File: src/rtl/alu_seq_ctrl_if.sv
// Bus bundle between the ALU sequencer and its surroundings: the instruction
// stream (s_*), the result stream (m_*) and the shared ALU drive/return.
// The slave modport is the sequencer's view; master is the environment's view
// (instruction source, result consumer and ALU together).
interface alu_seq_ctrl_if #(
  parameter int unsigned WIDTH = 8
);
  // Instruction stream
  logic             s_valid;
  logic             s_ready;
  logic [2:0]       s_op;
  logic [WIDTH-1:0] s_operand;

  // ALU drive and return
  logic [2:0]       alu_sel;
  logic [WIDTH-1:0] bus_a;
  logic [WIDTH-1:0] bus_b;
  logic [WIDTH-1:0] alu_out;
  logic             alu_zero;
  logic             alu_neg;

  // Result stream
  logic             m_valid;
  logic             m_ready;
  logic [WIDTH-1:0] m_data;
  logic             m_zero;
  logic             m_neg;

  modport slave (
    input  s_valid, s_op, s_operand,
    output s_ready,
    output alu_sel, bus_a, bus_b,
    input  alu_out, alu_zero, alu_neg,
    output m_valid, m_data, m_zero, m_neg,
    input  m_ready
  );

  modport master (
    output s_valid, s_op, s_operand,
    input  s_ready,
    input  alu_sel, bus_a, bus_b,
    output alu_out, alu_zero, alu_neg,
    input  m_valid, m_data, m_zero, m_neg,
    output m_ready
  );
endinterface

File: src/rtl/alu_seq_ctrl.sv
// Sequencer owning the shared signed ALU and its accumulator. Takes one
// instruction at a time, runs it through the ALU for one cycle, captures the
// result and flags, and offers the result on the valid/ready result port.
// All outputs are registered; ALU drive registers are loaded with the value
// they must show in the following state so EXEC sees them from its first cycle.
module alu_seq_ctrl #(
  parameter int unsigned WIDTH = 8,
  parameter int unsigned CNT_W = 16
) (
  input  logic             clk,
  input  logic             rstn,
  alu_seq_ctrl_if.slave    bus,
  output logic [CNT_W-1:0] op_count
);

  localparam logic [2:0] OP_PASS = 3'b000;
  localparam logic [2:0] OP_ADD  = 3'b001;
  localparam logic [2:0] OP_SUB  = 3'b010;
  localparam logic [2:0] OP_MUL  = 3'b011;
  localparam logic [2:0] OP_HALF = 3'b100;
  localparam logic [2:0] OP_LOAD = 3'b101;
  localparam logic [2:0] OP_CLR  = 3'b110;
  localparam logic [2:0] OP_SQR  = 3'b111;

  localparam logic [2:0] SEL_PASS = 3'b000;
  localparam logic [2:0] SEL_ADD  = 3'b001;
  localparam logic [2:0] SEL_SUB  = 3'b010;
  localparam logic [2:0] SEL_MUL  = 3'b011;
  localparam logic [2:0] SEL_HALF = 3'b100;

  typedef enum logic [1:0] {
    ST_IDLE = 2'b00,
    ST_EXEC = 2'b01,
    ST_RESP = 2'b10
  } state_e;

  state_e           r_state;
  state_e           w_state_nxt;
  logic             w_accept;
  logic             w_exec;

  logic [2:0]       r_op;
  logic [WIDTH-1:0] r_opnd;
  logic [WIDTH-1:0] r_acc;
  logic             r_zero;
  logic             r_neg;
  logic [CNT_W-1:0] r_cnt;
  logic             r_s_ready;
  logic             r_m_valid;
  logic [2:0]       r_alu_sel;
  logic [WIDTH-1:0] r_bus_a;
  logic [WIDTH-1:0] r_bus_b;

  logic [2:0]       w_op_nxt;
  logic [WIDTH-1:0] w_opnd_nxt;
  logic [WIDTH-1:0] w_acc_nxt;
  logic [2:0]       w_sel_nxt;
  logic [WIDTH-1:0] w_a_nxt;
  logic [WIDTH-1:0] w_b_nxt;

  // State register
  always_ff @(posedge clk or negedge rstn) begin
    if (!rstn) begin
      r_state <= ST_IDLE;
    end else begin
      r_state <= w_state_nxt;
    end
  end

  // Next-state logic and the accept/execute strobes
  always_comb begin
    w_state_nxt = r_state;
    w_accept    = 1'b0;
    w_exec      = 1'b0;
    case (r_state)
      ST_IDLE: begin
        if (bus.s_valid) begin
          w_accept    = 1'b1;
          w_state_nxt = ST_EXEC;
        end
      end
      ST_EXEC: begin
        w_exec      = 1'b1;
        w_state_nxt = ST_RESP;
      end
      ST_RESP: begin
        if (bus.m_ready) begin
          w_state_nxt = ST_IDLE;
        end
      end
      default: begin
        w_state_nxt = ST_IDLE;
      end
    endcase
  end

  // Values the latched instruction and accumulator take after this edge
  always_comb begin
    w_op_nxt   = w_accept ? bus.s_op : r_op;
    w_opnd_nxt = w_accept ? bus.s_operand : r_opnd;
    w_acc_nxt  = w_exec ? bus.alu_out : r_acc;
  end

  // ALU drive for the coming cycle; idles in pass mode on the accumulator
  always_comb begin
    w_sel_nxt = SEL_PASS;
    w_a_nxt   = w_acc_nxt;
    w_b_nxt   = '0;
    if (w_state_nxt == ST_EXEC) begin
      case (w_op_nxt)
        OP_PASS: begin
          w_sel_nxt = SEL_PASS;
        end
        OP_ADD: begin
          w_sel_nxt = SEL_ADD;
          w_b_nxt   = w_opnd_nxt;
        end
        OP_SUB: begin
          w_sel_nxt = SEL_SUB;
          w_b_nxt   = w_opnd_nxt;
        end
        OP_MUL: begin
          w_sel_nxt = SEL_MUL;
          w_b_nxt   = w_opnd_nxt;
        end
        OP_HALF: begin
          w_sel_nxt = SEL_HALF;
        end
        OP_LOAD: begin
          w_a_nxt = w_opnd_nxt;
        end
        OP_CLR: begin
          w_a_nxt = '0;
        end
        OP_SQR: begin
          w_sel_nxt = SEL_MUL;
          w_b_nxt   = w_acc_nxt;
        end
        default: begin
          w_sel_nxt = SEL_PASS;
        end
      endcase
    end
  end

  // Instruction latch, loaded on accept
  always_ff @(posedge clk or negedge rstn) begin
    if (!rstn) begin
      r_op   <= '0;
      r_opnd <= '0;
    end else if (w_accept) begin
      r_op   <= bus.s_op;
      r_opnd <= bus.s_operand;
    end
  end

  // Accumulator, flags and completed-op counter, captured at the end of EXEC
  always_ff @(posedge clk or negedge rstn) begin
    if (!rstn) begin
      r_acc  <= '0;
      r_zero <= 1'b0;
      r_neg  <= 1'b0;
      r_cnt  <= '0;
    end else if (w_exec) begin
      r_acc  <= bus.alu_out;
      r_zero <= bus.alu_zero;
      r_neg  <= bus.alu_neg;
      r_cnt  <= r_cnt + CNT_W'(1);
    end
  end

  // Registered handshake and ALU drive outputs
  always_ff @(posedge clk or negedge rstn) begin
    if (!rstn) begin
      r_s_ready <= 1'b1;
      r_m_valid <= 1'b0;
      r_alu_sel <= SEL_PASS;
      r_bus_a   <= '0;
      r_bus_b   <= '0;
    end else begin
      r_s_ready <= (w_state_nxt == ST_IDLE);
      r_m_valid <= (w_state_nxt == ST_RESP);
      r_alu_sel <= w_sel_nxt;
      r_bus_a   <= w_a_nxt;
      r_bus_b   <= w_b_nxt;
    end
  end

  assign bus.s_ready = r_s_ready;
  assign bus.m_valid = r_m_valid;
  assign bus.m_data  = r_acc;
  assign bus.m_zero  = r_zero;
  assign bus.m_neg   = r_neg;
  assign bus.alu_sel = r_alu_sel;
  assign bus.bus_a   = r_bus_a;
  assign bus.bus_b   = r_bus_b;
  assign op_count    = r_cnt;

endmodule
File: src/flat_wrapper.sv
// flat-port wrapper written by rule: the top's interface ports become plain ports
module alu_seq_ctrl_flat 
#(
  parameter int unsigned WIDTH = 8,
  parameter int unsigned CNT_W = 16
)
  (clk, rstn, op_count, bus_s_valid, bus_s_op, bus_s_operand, bus_s_ready, bus_alu_sel, bus_bus_a, bus_bus_b, bus_alu_out, bus_alu_zero, bus_alu_neg, bus_m_valid, bus_m_data, bus_m_zero, bus_m_neg, bus_m_ready);
  alu_seq_ctrl_if #(.WIDTH(WIDTH)) bus_i ();
  input  logic clk;
  input  logic rstn;
  output logic [CNT_W-1:0] op_count;
  input wire logic [$bits(bus_i.s_valid)-1:0] bus_s_valid;
  input wire logic [$bits(bus_i.s_op)-1:0] bus_s_op;
  input wire logic [$bits(bus_i.s_operand)-1:0] bus_s_operand;
  output wire logic [$bits(bus_i.s_ready)-1:0] bus_s_ready;
  output wire logic [$bits(bus_i.alu_sel)-1:0] bus_alu_sel;
  output wire logic [$bits(bus_i.bus_a)-1:0] bus_bus_a;
  output wire logic [$bits(bus_i.bus_b)-1:0] bus_bus_b;
  input wire logic [$bits(bus_i.alu_out)-1:0] bus_alu_out;
  input wire logic [$bits(bus_i.alu_zero)-1:0] bus_alu_zero;
  input wire logic [$bits(bus_i.alu_neg)-1:0] bus_alu_neg;
  output wire logic [$bits(bus_i.m_valid)-1:0] bus_m_valid;
  output wire logic [$bits(bus_i.m_data)-1:0] bus_m_data;
  output wire logic [$bits(bus_i.m_zero)-1:0] bus_m_zero;
  output wire logic [$bits(bus_i.m_neg)-1:0] bus_m_neg;
  input wire logic [$bits(bus_i.m_ready)-1:0] bus_m_ready;
  assign bus_i.s_valid = bus_s_valid;
  assign bus_i.s_op = bus_s_op;
  assign bus_i.s_operand = bus_s_operand;
  assign bus_s_ready = bus_i.s_ready;
  assign bus_alu_sel = bus_i.alu_sel;
  assign bus_bus_a = bus_i.bus_a;
  assign bus_bus_b = bus_i.bus_b;
  assign bus_i.alu_out = bus_alu_out;
  assign bus_i.alu_zero = bus_alu_zero;
  assign bus_i.alu_neg = bus_alu_neg;
  assign bus_m_valid = bus_i.m_valid;
  assign bus_m_data = bus_i.m_data;
  assign bus_m_zero = bus_i.m_zero;
  assign bus_m_neg = bus_i.m_neg;
  assign bus_i.m_ready = bus_m_ready;
  alu_seq_ctrl #(.WIDTH(WIDTH), .CNT_W(CNT_W)) u_core (.clk(clk), .rstn(rstn), .bus(bus_i), .op_count(op_count));
endmodule
File: config.mk
export PLATFORM = sky130hd
export DESIGN_NAME = alu_seq_ctrl_flat
export DESIGN_NICKNAME = d
export VERILOG_FILES = /design/src/rtl/alu_seq_ctrl_if.sv /design/src/rtl/alu_seq_ctrl.sv /design/src/flat_wrapper.sv
export SDC_FILE = /design/constraint.sdc
export NUM_CORES = 1
export LEC_CHECK = 0
export ABC_CLOCK_PERIOD_IN_PS = 2050
export CORE_ASPECT_RATIO = 1.25
export CORE_UTILIZATION = 43
export CTS_CLUSTER_SIZE = 16
export DETAILED_ROUTE_END_ITERATION = 12
export PLACE_DENSITY = 0.85
export SYNTH_ARGS = -nofsm -noshare
export SYNTH_HDL_FRONTEND = slang
export SYNTH_SLANG_ARGS = --single-unit
File: constraint.sdc
create_clock -name clk -period 2.05 [get_ports clk]
set_clock_uncertainty 0.1 [all_clocks]
set_input_delay 0.205 -clock clk [delete_from_list [all_inputs] [get_ports clk]]
set_output_delay 0.205 -clock clk [all_outputs]
set_load 0.02 [all_outputs]
==> results.ini, run 1 <==
[finish]
drive_gt1_frac = 0.117
final_util = 0.650
nets = 264
syn_to_final_growth_pct = 44.7
final_cells = 297
fillCellCount = 357
diodes = 0

[synthesis]
yosys_register_bits = 49
synth_ff_type = dfrtp_1
avgSynthCellArea_um2 = 12.3
mappedNetlistArea_mm2 = 0.00199
ys_seq_area_frac = 0.617
synth-async-reset-ratio = 1.00
synth_nets = 188
yosysWarnings = 0
syn_inst = 162
synth_edf_count = 0
ys_types = 29

[worst_setup_path]
reg2reg_to = u_core.op_count[13]
ff2ff_setup_slack_ns = 0.36
crit_chain = clkdlybuf4s50_1
reg2reg_from = u_core.r_state[1]
cp.depth = 1
end_kind = output pin
startpoint_type = flop
crit_buf_inv = 1
cp_slowest_cell = clkdlybuf4s50_1
worstPathMaxFanout = 1
crit_end = bus_s_ready
worstPathRequired_ns = 1.75
cp_data_arrival_time_ns = 1.40
worst-setup-path-type = reg -> out
path_delay_family = buffers and inverters
cp-startpoint = u_core.bus.s_ready
critPathMaxStageDelay_ns = 0.59
r2r.worst_path.cells = 5

[floorplan]
ios = 72
rows = 27
core-area_mm2 = 0.00443
die_h_um = 78.0
die-area_mm2 = 0.00490
initial_utilization = 0.449
die_w_um = 62.8

[routing]
highest_layer = met4
met1Wirelength_um = 1760
drcViolationCount = 0
avgRoutedWirePerCell_um = 13.7
first_iter_violations = 58
detail-route-antenna-nets = 0
dr.pass1.iters = 4
viasPerCell = 4.91
met3_length_um = 241
met2_length_um = 2040
vias = 1459
routed_wirelength_um = 4070

[power]
p_leak_uw = 0.00125
power_density_mw_per_mm2 = 1240
p_total_uw = 3580
vdd_drop_max_mv = 0.628

[placement]
place_ws_ns = 0.274
io_buffers = 71
place.gp.congestion = 0.785
dp_hpwl_um = 3110
dp_cells = 288

[sta]
worst_pin_slew_ns = 0.668
slew_headroom = 0.555
rsz0062_at_grt = no
post-route-min-period_ns = 1.70
post-route-period-util = 0.831
final_max_slew_viol_count = 0
hold_viol_final = 0
timing.fmax_mhz = 587
tns_ns = 0
setup_violations = 0
setup_slack_ns = 0.346

[global_route]
gr-usage-all-layers = 0.184
antenna_found_initial = 0
grt-ovfl-total = 0
grt_max_degree = 30
grt_pass1_vias = 1450
grt_pass1_wl_um = 6920

[clock_network]
htreeDepth = 2
tritoncts = done
clock_sinks = 49
root_buffer = clkbuf_8
clk_latency_ns = 0.28
cts_setup_buffers = 0
clockBufferDepth = 2
hold_buffers = 1
cts_resized = 0
cts_buffers = 5
clkTransAtPathRegs_ns = 0.08

[worst_hold_path]
hold_class = reg -> reg

[status]
status = completed

[job]
maxCapViolations = 0

-- cells by family after synthesis --
group,share of synthesized area
AO/OA/AOI/OAI,0.0856
XOR/XNOR,0.0705
adder cells (fa/ha/maj),0.00629
buffers and inverters,0.0441
flip-flops,0.617
multiplexers,0.0623
AND/OR/NAND/NOR,0.114
-- how the worst min path moves through the flow --
stage / start / slack [ns] / depth (start not counted) / endpoint
floorplan: rstn / -0.19 / 0 / u_core.bus.alu_sel[0]
global placement: rstn / 0.17 / 1 / u_core.op_count[2]
detailed placement: rstn / 0.17 / 1 / u_core.bus.m_neg
CTS: u_core.op_count[15] / 0.38 / 1 / u_core.op_count[15]
global route: bus_s_operand[4] / 0.39 / 2 / u_core.bus.bus_a[4]
finish: u_core.op_count[15] / 0.38 / 1 / u_core.op_count[15]
-- stage by stage --
stage / area (um2) / hold WS [ns]
floorplan: 1990 / -0.191
global placement: 2770 / 0.172
detailed placement: 2770 / 0.171
CTS: 2880 / 0.384
global route: 2880 / 0.390
finish: 2880 / 0.382
-- registers in the layout, summed over array words and instances (netlist names) --
| register | flops |
|---|---|
| u_core.bus.m_zero | 1 |
| u_core.bus.m_data | 8 |
| u_core.op_count | 16 |
| u_core.bus.m_neg | 1 |
| u_core.r_state | 2 |
| u_core.bus.bus_a | 8 |
| u_core.bus.bus_b | 8 |
| u_core.bus.s_ready | 1 |
| u_core.bus.m_valid | 1 |
| u_core.bus.alu_sel | 3 |
-- report_power, final --
| group | switching [uW] | internal [uW] |
|---|---|---|
| clock network | 289 | 305 |
| registers | 179 | 1270 |
| logic | 769 | 771 |
| total | 1240 | 2340 |
-- final cells by class --
type	instances	area, um2	share of cell area
tap	58	72.6	0.0252
sequential	49	1230	0.427
clock buffer	7	96.3	0.0335
clock inverter	1	5.00	0.00174
multi-input combinational	95	673	0.234
timing repair buffer	77	766	0.266
inverter	10	37.5	0.0130
-- metal layers --
layer	global-route usage	vias up
li1	-	703
met1	0.240	691
met2	0.305	60
met3	0.0509	5
met4	0.0372	0
met5	0	-
-- layout by cell type (no fill, tap or decap), drive strengths merged --
master and n:
buf 6, nor2b 1, mux2 11, nor3 2, and4 3, nand2b 1, xor2 2, o211ai 4
dfrtp 48, a22oi 4, clkbuf 7, nor2 11, clkdlybuf4s50 70, nand3 2, o2bb2ai 8, dfstp 1
clkinv 1, ha 1, and4b 1, and3 5, nand2 14, inv 10, a21oi 4, o21ai 1
dlygate4sd3 1, nand4 4, a21o 2, xnor2 14
-- synth_stat cells (3+ instances only) --
master     number  area share
nor2_1         10       0.019
a22oi_1         4       0.015
and4_1          3       0.013
o2bb2ai_1       8       0.035
a21oi_1         4       0.010
dfrtp_1        48        0.60
nand2_1        14       0.026
mux2_2         11       0.062
inv_1          10       0.019
xnor2_1        14       0.062
and3_1          5       0.016
o211ai_1        4       0.015
buf_2           4       0.010
nand4_1         4       0.013
Power figures use the tool's default switching activity.
==> run 2: changes to the inputs <==
Settings changed: ABC_CLOCK_PERIOD_IN_PS 2050 to 1600.
Clock period 2.05 ns to 1.6 ns, I/O delays scaled along.
==> run 2 against run 1 <==
Compared with the run above:
- count of clock-buffer cells in the layout stayed put
- flip-flop and latch count stayed put
- clock power is 19% higher
- design area is 2.7% higher
==> results.ini, run 2 (synthesized netlist as in run 1, its figures left out) <==
[status]
status = completed  ; unchanged

[finish]
fin_area_mm2 = 0.00296  ; was 0.00288 mm2
largest_reg_flops = 16  ; unchanged
diodes = 0  ; unchanged
syn_to_final_growth_pct = 48.7  ; was 44.7%
drive_gt1_frac = 0.176  ; was 0.117
fillCellCount = 336  ; was 357
final_cell_mix = 55 x clkdlybuf4s50_1, 48 x dfrtp_1, 15 x buf_4  ; was 70 x clkdlybuf4s50_1, 48 x dfrtp_1, 14 x nand2_1, 14 x xnor2_1, 11 x mux2_2
final_common_cell = clkdlybuf4s50_1  ; unchanged
nets = 275  ; was 264

[global_route]
grt_pass1_wl_um = 7370  ; was 6920 um
grt_pass1_vias = 1545  ; was 1450
gr-usage-all-layers = 0.199  ; was 0.184
grt-ovfl-total = 0  ; unchanged
grt_max_degree = 23  ; was 30
antenna_found_initial = 0  ; unchanged

[sta]
post-route-period-util = 0.968
tns_ns = 0  ; unchanged
slew_headroom = 0.680  ; was 0.555
post-route-min-period_ns = 1.55
final_max_slew_viol_count = 0  ; unchanged
rsz0062_at_grt = no  ; unchanged
setup_violations = 0  ; unchanged
timing.fmax_mhz = 646
hold_viol_final = 0  ; unchanged
worst_pin_slew_ns = 0.480  ; was 0.668 ns

[power]
p_sw_uw = 1680  ; was 1240 uW
power.internal_uw = 2970  ; was 2340 uW
power_frac_clock = 0.152  ; was 0.166
combinationalPowerShare = 0.455  ; was 0.430
p_seq_frac = 0.393  ; was 0.404
power_density_mw_per_mm2 = 1570  ; was 1240 mW/mm2
vdd_drop_max_mv = 0.865  ; was 0.628 mV
p_leak_uw = 0.00142  ; was 0.00125 uW
switching_share = 0.361  ; was 0.345

[job]
maxCapViolations = 0  ; unchanged

[worst_setup_path]
reg2reg_to = u_core.bus.bus_b[1]  ; was u_core.op_count[13]
cp-startpoint = u_core.op_count[6]  ; was u_core.bus.s_ready
cp_data_arrival_time_ns = 1.29  ; was 1.40 ns
path_delay_family = buffers and inverters  ; unchanged
crit_chain = clkdlybuf4s50_1  ; unchanged
startpoint_type = flop  ; unchanged
cp_slowest_cell = clkdlybuf4s50_1  ; unchanged
ff2ff_setup_slack_ns = 0.09  ; was 0.36 ns
end_kind = output pin  ; unchanged
worst-setup-path-type = reg -> out  ; unchanged
worstPathRequired_ns = 1.34  ; was 1.75 ns
cp.depth = 1  ; unchanged
crit_buf_inv = 1  ; unchanged
r2r.worst_path.cells = 5  ; unchanged
crit_end = op_count[6]  ; was bus_s_ready
reg2reg_from = u_core.r_state[0]  ; was u_core.r_state[1]
critPathMaxStageDelay_ns = 0.61  ; was 0.59 ns
worstPathMaxFanout = 3  ; was 1

[floorplan]
die-area_mm2 = 0.00490  ; unchanged
core-area_mm2 = 0.00443  ; unchanged
ios = 72  ; unchanged
initial_utilization = 0.449  ; unchanged
die_h_um = 78.0  ; unchanged
die_w_um = 62.8  ; unchanged
rows = 27  ; unchanged

[routing]
met2_length_um = 2200  ; was 2040 um
highest_layer = met4  ; unchanged
met3_length_um = 223  ; was 241 um
routed_wirelength_um = 4370  ; was 4070 um
detail-route-antenna-nets = 0  ; unchanged
drcViolationCount = 0  ; unchanged
met1Wirelength_um = 1890  ; was 1760 um
viasPerCell = 4.94  ; was 4.91
first_iter_violations = 33  ; was 58
vias = 1521  ; was 1459
dr.pass1.iters = 4  ; unchanged
avgRoutedWirePerCell_um = 14.2  ; was 13.7 um

[placement]
place.gp.congestion = 0.825  ; was 0.785
io_buffers = 71  ; unchanged
dp_hpwl_um = 3370  ; was 3110 um
placed_area_mm2 = 0.00283  ; was 0.00277 mm2

[clock_network]
clkTransAtPathRegs_ns = 0.09  ; was 0.08 ns
clockBufferDepth = 2  ; unchanged
htreeDepth = 2  ; unchanged
cts_buffers = 5  ; unchanged
clk_latency_ns = 0.30  ; was 0.28 ns
root_buffer = clkbuf_8  ; unchanged
tritoncts = done  ; unchanged
clock_sinks = 49  ; unchanged

[worst_hold_path]
hold_class = in -> async  ; was reg -> reg

-- run 2: cell type report --
type | instances | area [um2] | share of cell area
flip-flops and latches | 49 | 1230 | 0.415
inverters | 10 | 37.5 | 0.0127
well taps | 58 | 72.6 | 0.0245
repair buffers | 88 | 840 | 0.284
multi-input cells | 95 | 696 | 0.235
clock inverters | 1 | 7.51 | 0.00254
clock buffers | 7 | 76.3 | 0.0258
-- run 2: what timing repair did --
action                     4_1_cts  5_1_grt
hold buffers                     1        0
resized for setup               10       14
hold endpoints to repair        19        0
buffers inserted                 0        1
setup endpoints to repair       10       25
pin swaps                        0        2
-- run 2: worst min-delay path by stage --
stage	from	endpoint	slack [ns]
2_1_floorplan	rstn	u_core.bus.alu_sel[0]	-0.24
3_3_place_gp	rstn	u_core.bus.m_neg	0.04
3_5_place_dp	rstn	u_core.bus.m_neg	0.04
4_1_cts	rstn	u_core.bus.alu_sel[1]	0.26
5_1_grt	rstn	u_core.op_count[5]	0.28
6_report	rstn	u_core.bus.bus_a[0]	0.25
-- run 2: routing by layer --
metal / vias to the layer above / GRT usage
li1: 725 / -
met1: 730 / 0.248
met2: 60 / 0.340
met3: 6 / 0.0465
met4: 0 / 0.0628
met5: - / 0
-- run 2: power groups by stage --
stage	combinational [uW]	clock [uW]	sequential, uW
finish	2120	706	1830
global route	2270	777	1880
CTS	2090	721	1830
detailed placement	2130	0	1850
global placement	2070	0	1850
floorplan	612	0	2290
-- run 2: metrics by stage --
| step | util | setup WS [ns] | total power [uW] | hold WS, ns | cells |
|---|---|---|---|---|---|
| 6_report | 0.668 | 0.0514 | 4650 | 0.249 | 308 |
| 5_1_grt | 0.668 | 0.00417 | 4920 | 0.284 | 308 |
| 4_1_cts | 0.658 | 0.00269 | 4640 | 0.258 | 307 |
| 3_5_place_dp | 0.639 | -0.0313 | 3990 | 0.0406 | 298 |
| 3_3_place_gp | 0.639 | 0.0622 | 3920 | 0.0411 | 298 |
| 2_1_floorplan | - | 0.0388 | 2900 | -0.236 | 162 |
==> run 3: changes to the inputs <==
Settings changed: CORE_UTILIZATION 43 to 45, CTS_BUF_LIST set to sky130_fd_sc_hd__clkbuf_8, PLACE_DENSITY 0.85 to 0.88.
==> run 3 against run 2 <==
Compared with the run above:
- design area up 1.5%
- non-clock buffer count rose by 3
- combinational power is essentially flat
- first-iteration DRC count grew 9.1%
- die area down 4.3%
==> results.ini, run 3 (synthesized netlist as in run 1, its figures left out) <==
[status]
status = completed  ; unchanged

[worst_setup_path]
crit_chain = ha_1, and4b_1, and4_4, nand2_1, xnor2_1  ; was clkdlybuf4s50_1
critPathMaxStageDelay_ns = 0.40  ; was 0.61 ns
reg2reg_to = u_core.op_count[10]  ; was u_core.bus.bus_b[1]
r2r.worst_path.cells = 5  ; unchanged
reg2reg_from = u_core.op_count[1]  ; was u_core.r_state[0]
worst-setup-path-type = reg -> reg  ; was reg -> out
worstPathMaxFanout = 4  ; was 3
cp_slowest_cell = dfrtp_1  ; was clkdlybuf4s50_1
worstPathRequired_ns = 1.68  ; was 1.34 ns
ff2ff_setup_slack_ns = 0.06  ; was 0.09 ns
end_kind = flop  ; was output pin
cp_data_arrival_time_ns = 1.63  ; was 1.29 ns
cp-startpoint = u_core.op_count[1]  ; was u_core.op_count[6]
crit_buf_inv = 0  ; was 1
startpoint_type = flop  ; unchanged
path_delay_family = simple AND/OR/NAND/NOR gates  ; was buffers and inverters

[sta]
setup_slack_ns = 0.0557  ; was 0.0514 ns
fin_hold_ws_ns = 0.263  ; was 0.249 ns
rsz0062_at_grt = no  ; unchanged
hold_viol_final = 0  ; unchanged
post-route-min-period_ns = 1.54  ; was 1.55 ns
timing.fmax_mhz = 648  ; was 646 MHz
worst_pin_slew_ns = 0.509  ; was 0.480 ns
post-route-period-util = 0.965  ; was 0.968
final_max_slew_viol_count = 0  ; unchanged
slew_headroom = 0.661  ; was 0.680
setup_violations = 0  ; unchanged

[power]
power_density_mw_per_mm2 = 1620  ; was 1570 mW/mm2
p_leak_uw = 0.00149  ; was 0.00142 uW
vdd_drop_max_mv = 0.675  ; was 0.865 mV

[routing]
dr.pass1.iters = 4  ; unchanged
avgRoutedWirePerCell_um = 15.5  ; was 14.2 um
vias = 1564  ; was 1521
viasPerCell = 5.06  ; was 4.94
first_iter_violations = 36  ; was 33
routed_wirelength_um = 4790  ; was 4370 um
drcViolationCount = 0  ; unchanged
detail-route-antenna-nets = 0  ; unchanged

[clock_network]
clock_sinks = 49  ; unchanged
clk_latency_ns = 0.30  ; about the same
clkTransAtPathRegs_ns = 0.08  ; was 0.09 ns
htreeDepth = 2  ; unchanged
root_buffer = clkbuf_8  ; unchanged
clockBufferDepth = 2  ; unchanged
cts_buffers = 5  ; unchanged
tritoncts = done  ; unchanged

[global_route]
antenna_found_initial = 0  ; unchanged
busiest_layer = met2  ; unchanged
grt-ovfl-total = 0  ; unchanged
grt_pass1_wl_um = 7520  ; was 7370 um
met2_usage = 0.382  ; was 0.340
grt_pass1_vias = 1606  ; was 1545
met1_usage = 0.254  ; was 0.248
use_met3 = 0.0594  ; was 0.0465
grt_max_degree = 25  ; was 23
gr-usage-all-layers = 0.223  ; was 0.199

[floorplan]
ios = 72  ; unchanged
core-area_mm2 = 0.00416  ; was 0.00443 mm2
die-area_mm2 = 0.00469  ; was 0.00490 mm2
initial_utilization = 0.477  ; was 0.449
die_h_um = 76.3  ; was 78.0 um
rows = 26  ; was 27
die_w_um = 61.5  ; was 62.8 um

[finish]
final_cell_mix = 53 x clkdlybuf4s50_1, 47 x dfrtp_1, 18 x buf_4  ; was 55 x clkdlybuf4s50_1, 48 x dfrtp_1, 15 x buf_4
diodes = 0  ; unchanged
final_common_cell = clkdlybuf4s50_1  ; unchanged
largest_reg_flops = 16  ; unchanged
fin_area_mm2 = 0.00300  ; was 0.00296 mm2
nets = 278  ; was 275
final_cells = 309  ; was 308
drive_gt1_frac = 0.178  ; was 0.176
syn_to_final_growth_pct = 50.9  ; was 48.7%

[placement]
io_buffers = 71  ; unchanged
place.gp.congestion = 0.833  ; was 0.825
dp_hpwl_um = 3660  ; was 3370 um
placed_area_mm2 = 0.00284  ; was 0.00283 mm2
place_ws_ns = -0.0106  ; was -0.0313 ns
dp_cells = 298  ; unchanged

[job]
maxCapViolations = 0  ; unchanged

[worst_hold_path]
hold_class = in -> async  ; unchanged

run 3: changes by cell type in the layout (fill, tap and decap cells not counted), moves of 2 or more:
cell | previous run | this run
buf_4 | 15 | 18
clkdlybuf4s50_1 | 55 | 53
dlymetal6s2s_1 | 5 | 7
clkbuf_1 | 2 | 0
run 3: worst register-to-register path, cell delays in order, from the launching register on:
cell	delay, ns
dfrtp_1	0.40
ha_1	0.20
and4b_1	0.26
and4_4	0.26
nand2_1	0.08
xnor2_1	0.14
run 3: layout make-up:
cell class | instances | area [um2]
Fill cell | 296 | 1160
Timing Repair Buffer | 91 | 867
Multi-Input combinational cell | 95 | 681
Tap cell | 56 | 70.1
Inverter | 10 | 37.5
Clock inverter | 2 | 33.8
Clock buffer | 6 | 82.6
Sequential cell | 49 | 1230
run 3: per-layer routing:
| layer | vias to the layer above | share of wire | wire length, um |
|---|---|---|---|
| met2 | 73 | 0.53 | 2550 |
| met5 | - | 0 | 0 |
| met4 | 0 | 0.018 | 86 |
| met1 | 749 | 0.38 | 1830 |
| li1 | 734 | - | - |
| met3 | 8 | 0.067 | 321 |
run 3: worst max-delay path by stage:
| stage | depth (start not counted) | to | slack (ns) |
|---|---|---|---|
| final | 5 | u_core.op_count[10] | 0.06 |
| after floorplan | 5 | u_core.op_count[10] | 0.04 |
| after global routing | 5 | u_core.bus.bus_b[6] | 0.0005 |
| after detailed placement | 5 | u_core.bus.bus_b[6] | -0.01 |
| after global placement | 5 | u_core.bus.bus_b[1] | 0.04 |
| after CTS | 1 | op_count[5] | 0.009 |
run 3: where the power goes:
part | internal [uW] | switching [uW] | leakage, uW
logic | 1050 | 1080 | 0.000803
clock network | 503 | 379 | 0.0000626
registers | 1630 | 210 | 0.000625
total | 3180 | 1670 | 0.00149
run 3: metrics by stage:
stage | total power (uW) | setup TNS (ns) | util
finish | 4850 | 0 | 0.721
global route | 5120 | 0 | 0.721
CTS | 4830 | 0 | 0.710
detailed placement | 3990 | -0.0163 | 0.682
global placement | 3920 | 0 | 0.682
floorplan | 2900 | 0 | -
run 3: repair_timing:
item / CTS / global route
buffers inserted: 0 / 2
gates resized for setup: 11 / 11
endpoints found under the hold margin: 21 / 0
hold buffers: 1 / 0
cloned: 0 / 0
setup endpoints to repair: 13 / 21
